**src/rtl/rr_mux_arbiter.sv**
```systemverilog
// rr_mux_arbiter: round-robin arbiter and sequencer for a shared 4:1 mux.
// Four requesters compete for the mux. One requester is granted at a time,
// the grant drives the mux select, and the selected data is registered onto
// o with a valid flag. One requester may hold the grant for at most MAX_HOLD
// consecutive cycles.
//
// Handshake: a requester holds req[k] high for as long as it wants the mux.
// gnt[k] is the registered answer. o/valid follow one edge behind the grant:
// valid=1 means o was sampled from the granted requester's input. Dropping
// req[k] releases the grant at the next edge. There is no ready back-pressure.
module rr_mux_arbiter #(
  parameter int W        = 4,
  parameter int MAX_HOLD = 4
) (
  input  logic         clk,
  input  logic         rst,
  input  logic [3:0]   req,
  input  logic [W-1:0] I0,
  input  logic [W-1:0] I1,
  input  logic [W-1:0] I2,
  input  logic [W-1:0] I3,
  output logic [3:0]   gnt,
  output logic [1:0]   s,
  output logic [W-1:0] o,
  output logic         valid,
  output logic         busy
);

  typedef enum logic {IDLE, GRANT} state_t;

  localparam logic [3:0] HOLD_MAX = 4'(MAX_HOLD);

  state_t       state_q, state_d;
  logic [3:0]   hold_cnt_q, hold_cnt_d;
  logic [1:0]   last_q, last_d;
  logic [3:0]   gnt_q, gnt_d;
  logic [1:0]   s_q, s_d;
  logic [W-1:0] o_q, o_d;
  logic         valid_q, valid_d;
  logic [W-1:0] mux_out;
  logic [1:0]   k;
  logic         rel;

  // First asserted requester after 'from', wrapping; 'from' itself comes last.
  function automatic logic [1:0] pick(input logic [1:0] from, input logic [3:0] r);
    logic [1:0] idx;
    logic       found;
    pick  = from;
    found = 1'b0;
    for (int i = 1; i <= 4; i++) begin
      idx = from + 2'(i);
      if (!found && r[idx]) begin
        pick  = idx;
        found = 1'b1;
      end
    end
  endfunction

  // Shared 4:1 mux under the registered select.
  always_comb begin
    mux_out = I0;
    case (s_q)
      2'd0: mux_out = I0;
      2'd1: mux_out = I1;
      2'd2: mux_out = I2;
      2'd3: mux_out = I3;
      default: mux_out = I0;
    endcase
  end

  // Arbitration FSM: next state, grant, select, hold counter, last owner.
  always_comb begin
    state_d    = state_q;
    hold_cnt_d = hold_cnt_q;
    last_d     = last_q;
    gnt_d      = gnt_q;
    s_d        = s_q;
    k          = 2'd0;
    rel        = 1'b0;
    case (state_q)
      IDLE: begin
        if (req != 4'b0000) begin
          k          = pick(last_q, req);
          gnt_d      = 4'b0001 << k;
          s_d        = k;
          hold_cnt_d = 4'd1;
          state_d    = GRANT;
        end
      end
      GRANT: begin
        // A drop and an expiry on the same edge are one release event.
        rel = !req[s_q] || (hold_cnt_q == HOLD_MAX);
        if (!rel) begin
          hold_cnt_d = hold_cnt_q + 4'd1;
        end else begin
          last_d = s_q;
          if (req != 4'b0000) begin
            // Back-to-back handoff; a lone requester is re-granted here.
            k          = pick(s_q, req);
            gnt_d      = 4'b0001 << k;
            s_d        = k;
            hold_cnt_d = 4'd1;
          end else begin
            gnt_d   = 4'b0000;
            state_d = IDLE;
          end
        end
      end
      default: begin
        state_d = IDLE;
        gnt_d   = 4'b0000;
      end
    endcase
  end

  // Output data register: capture the mux only while a grant is active.
  always_comb begin
    o_d     = o_q;
    valid_d = 1'b0;
    if (state_q == GRANT) begin
      o_d     = mux_out;
      valid_d = 1'b1;
    end
  end

  // State and datapath registers with asynchronous reset.
  always_ff @(posedge clk or posedge rst) begin
    if (rst) begin
      state_q    <= IDLE;
      hold_cnt_q <= 4'd0;
      last_q     <= 2'd3;
      gnt_q      <= 4'b0000;
      s_q        <= 2'd0;
      o_q        <= '0;
      valid_q    <= 1'b0;
    end else begin
      state_q    <= state_d;
      hold_cnt_q <= hold_cnt_d;
      last_q     <= last_d;
      gnt_q      <= gnt_d;
      s_q        <= s_d;
      o_q        <= o_d;
      valid_q    <= valid_d;
    end
  end

  assign gnt   = gnt_q;
  assign s     = s_q;
  assign o     = o_q;
  assign valid = valid_q;
  assign busy  = |gnt_q;

endmodule

```
**config.mk**
```make
export PLATFORM = sky130hd
export DESIGN_NAME = rr_mux_arbiter
export DESIGN_NICKNAME = d
export VERILOG_FILES = /design/src/rtl/rr_mux_arbiter.sv
export SDC_FILE = /design/constraint.sdc
export NUM_CORES = 1
export LEC_CHECK = 0
export CORE_UTILIZATION = 30
export CTS_CLUSTER_DIAMETER = 50
export CTS_CLUSTER_SIZE = 8
export DETAILED_ROUTE_END_ITERATION = 12
export MAX_ROUTING_LAYER = met4
export SKIP_LAST_GASP = 1
export SLEW_MARGIN = 0
export SYNTH_ARGS = -nofsm -noshare
export SYNTH_HDL_FRONTEND = slang
export SYNTH_SLANG_ARGS = --single-unit
```
**constraint.sdc**
```tcl
create_clock -name clk -period 2.7 [get_ports clk]
set_clock_uncertainty 0.15 [all_clocks]
set_input_delay 0.405 -clock clk [delete_from_list [all_inputs] [get_ports clk]]
set_output_delay 0.405 -clock clk [all_outputs]
set_load 0.02 [all_outputs]
```
==> impl_metrics.ini <==
[run_status]
outcome = complete, no violations

[hold_path]
hp-class = reg2reg

[synthesis]
synth-simple-area-share_pct = 21.1
async_reset_ff_share_pct = 100
synth_nets = 192
yosysTopAreaCell = dfrtp_1
syn_area_mm2 = 0.00147
avgSynthCellArea_um2 = 8.94
synth_top_area_share_pct = 27.3
synth_seq_area_share_pct = 30.9
yosysWarnings = 0
synthTopCellsByArea = dfrtp_1 27%, ha_1 5.1%, nand2_1 4.9%, o21ai_0 4.1%, mux2_2 3.8%
synthFlopType = dfrtp_1
synth_compound_area_share_pct = 26.2
synth_top_family_by_area = compound AO/OA/AOI/OAI gates
synth_edf_count = 0
synth_xor_area_share_pct = 0
ys_types = 55
ys_seq_elements = 18
synth_fa_ha_area_share_pct = 5.12
syn_inst = 164
synthMuxAreaShare_pct = 9.04

[placement]
gp_congestion = 0.832
numPortBuffers = 33
dpl.hpwl_mm = 2.80
post-place-ws_ns = 0.145
dp_cells = 263

[global_routing]
grt_max_degree = 19
grt_pass1_vias = 1306
grt_usage_pct = 14.5
grt_pass1_wl_mm = 5.80
antenna_found_initial = 0
grt-ovfl-total = 0

[power]
power.leakage_uw = 0.000766
power_uw = 2080
power_density_mw_per_mm2 = 1080
vdd_drop_max_v = 0.000335

[cts]
clk_latency_ns = 0.25
cts_tree = done
post_cts_resized = 0
root_buffer = clkbuf_8
clk_path_buf_depth = 2
cts_hold_buf = 0
cts_sinks = 18
clk_pin_slew_ns = 0.07
htree_levels = 1
post-cts-setup-buffers = 0
numCtsBuffers = 3

[timing]
fin_ws_ns = 0.366
rsz0062_at_grt = false
fin_crit_sh_pct = 86.5
slew_violations = 0
hold_viol = 0
fmax_mhz = 428
fin_setup_tns_ns = 0
min_period_ns = 2.33
tightest_slew_ns = 0.672
setup_viol = 0
slew_headroom_pct = 55.2

[route]
wl_per_cell_um = 13.5
routed_wl_mm = 3.60
ant_nets = 0
firstDrtPassIters = 5
vias = 1404
drc_errors = 0
drtIter0Drc = 96
viasPerCell = 5.26

[floorplan]
dieHeight_um = 71.9
initial_core_util_pct = 31.0
die-area_mm2 = 0.00517
core_mm2 = 0.00472
placementRows = 25
io_pins = 34
die_w_um = 71.9

[final_layout]
fin_cells = 267
drive_gt1_share_pct = 17.0
syn2layout_area_growth_pct = 32.0
antenna_cells = 0
final-seq-area_um2 = 453
num-fill-cells = 485
final_core_util_pct = 41.0
fin_nets = 229
multi_input_area_um2 = 901

[worst_setup_path]
r2r_end = gnt[0]
r2r_slack_ns = 0.37
crit_slowest_cell = ha_1
required_ns = 2.72
cp-endpoint = gnt[0]
crit_top_cell = o31a_1
crit_type = reg2reg
cpPeakStageDelay_ns = 0.39
path_max_fanout = 8
r2r.worst_path.cells = 8
arrival_ns = 2.36
r2r-start = s[0]
critical_path.cell_chain = inv_1 -> ha_1 -> buf_4 -> a21boi_1 -> o31a_1 -> o32ai_1 -> o31a_1 -> a211oi_2
start_kind = flop
cp-startpoint = s[0]
crit_path_end_kind = flop

[run]
max_cap_violations = 0
## synth_stat cells (3+ instances only)
master    count
nand2_1      19
mux2_2        5
o211ai_1      3
a222oi_1      4
buf_6         4
nand3_1       4
dfrtp_1      16
nand2b_1      6
inv_1         6
buf_2         6
ha_1          6
nor2_1       10
a21oi_1      10
o21ai_0      12
## logic make-up (layout without fill, tap and decap cells)
group / Yosys count / in the layout
buffers and inverters: 20 / 56
adder cells (fa/ha/maj): 6 / 6
AND/OR/NAND/NOR: 57 / 57
AO/OA/AOI/OAI: 53 / 53
multiplexers: 10 / 10
flip-flops: 18 / 18
## critical path: cells and delay by family (launching register included)
family / cells / cell delay, ns
AO/OA/AOI/OAI: 5 / 1.09
adder cells (fa/ha/maj): 1 / 0.39
buffers and inverters: 2 / 0.28
flip-flops: 1 / 0.34
## per-layer routing
layer | up-vias | global-route usage [%] | routed length, um
met5 | - | - | 0
met2 | 45 | 24.9 | 1700
met1 | 663 | 17.4 | 1660
met4 | 0 | 2.18 | 17
li1 | 694 | - | -
met3 | 2 | 3.75 | 220
## flip-flops by register name (all words and copies together), names as in the netlist
| register | cells |
|---|---|
| last_q | 2 |
| gnt | 4 |
| valid | 1 |
| s | 2 |
| state_q | 1 |
| hold_cnt_q | 4 |
| o | 4 |
## report_power, final
group / total [uW] / internal [uW] / switching (uW)
combinational: 1350 / 633 / 720
sequential: 513 / 402 / 112
clock: 218 / 129 / 88.3
total: 2080 / 1160 / 920
## through the flow
stage | hold slack [ns] | instance area [um^2]
after floorplan | 0.192 | 1470
after global placement | 0.327 | 1880
after detailed placement | 0.320 | 1880
after CTS | 0.337 | 1940
after global routing | 0.352 | 1940
final | 0.341 | 1940
## how the worst min path moves through the flow
| stage | slack (ns) | cells past startpoint | startpoint | endpoint |
|---|---|---|---|---|
| CTS | 0.34 | 1 | hold_cnt_q[3] | hold_cnt_q[3] |
| floorplan | 0.19 | 1 | rst | gnt[0] |
| global placement | 0.33 | 1 | hold_cnt_q[3] | hold_cnt_q[3] |
| finish | 0.34 | 1 | hold_cnt_q[3] | hold_cnt_q[3] |
| global route | 0.35 | 1 | hold_cnt_q[3] | hold_cnt_q[3] |
| detailed placement | 0.32 | 1 | hold_cnt_q[3] | hold_cnt_q[3] |
## layout make-up
type,instances,area share (%)
Clock buffer,4,2.84
Inverter,8,1.55
Multi-Input combinational cell,126,46.5
Sequential cell,18,23.4
Tap cell,67,4.33
Timing Repair Buffer,44,21.3
## layout by cell type, fill, tap and decap left out, types with 3 or more instances in the layout
cell type / instances
a21oi_1: 10
a222oi_1: 4
buf_4: 11
clkbuf_8: 4
clkdlybuf4s50_1: 33
dfrtp_1: 16
ha_1: 6
inv_1: 6
mux2_2: 5
nand2_1: 19
nand2b_1: 6
nand3_1: 4
nor2_1: 10
o211ai_1: 3
o21ai_0: 12
Note: power is estimated with default switching activity, not from simulation.
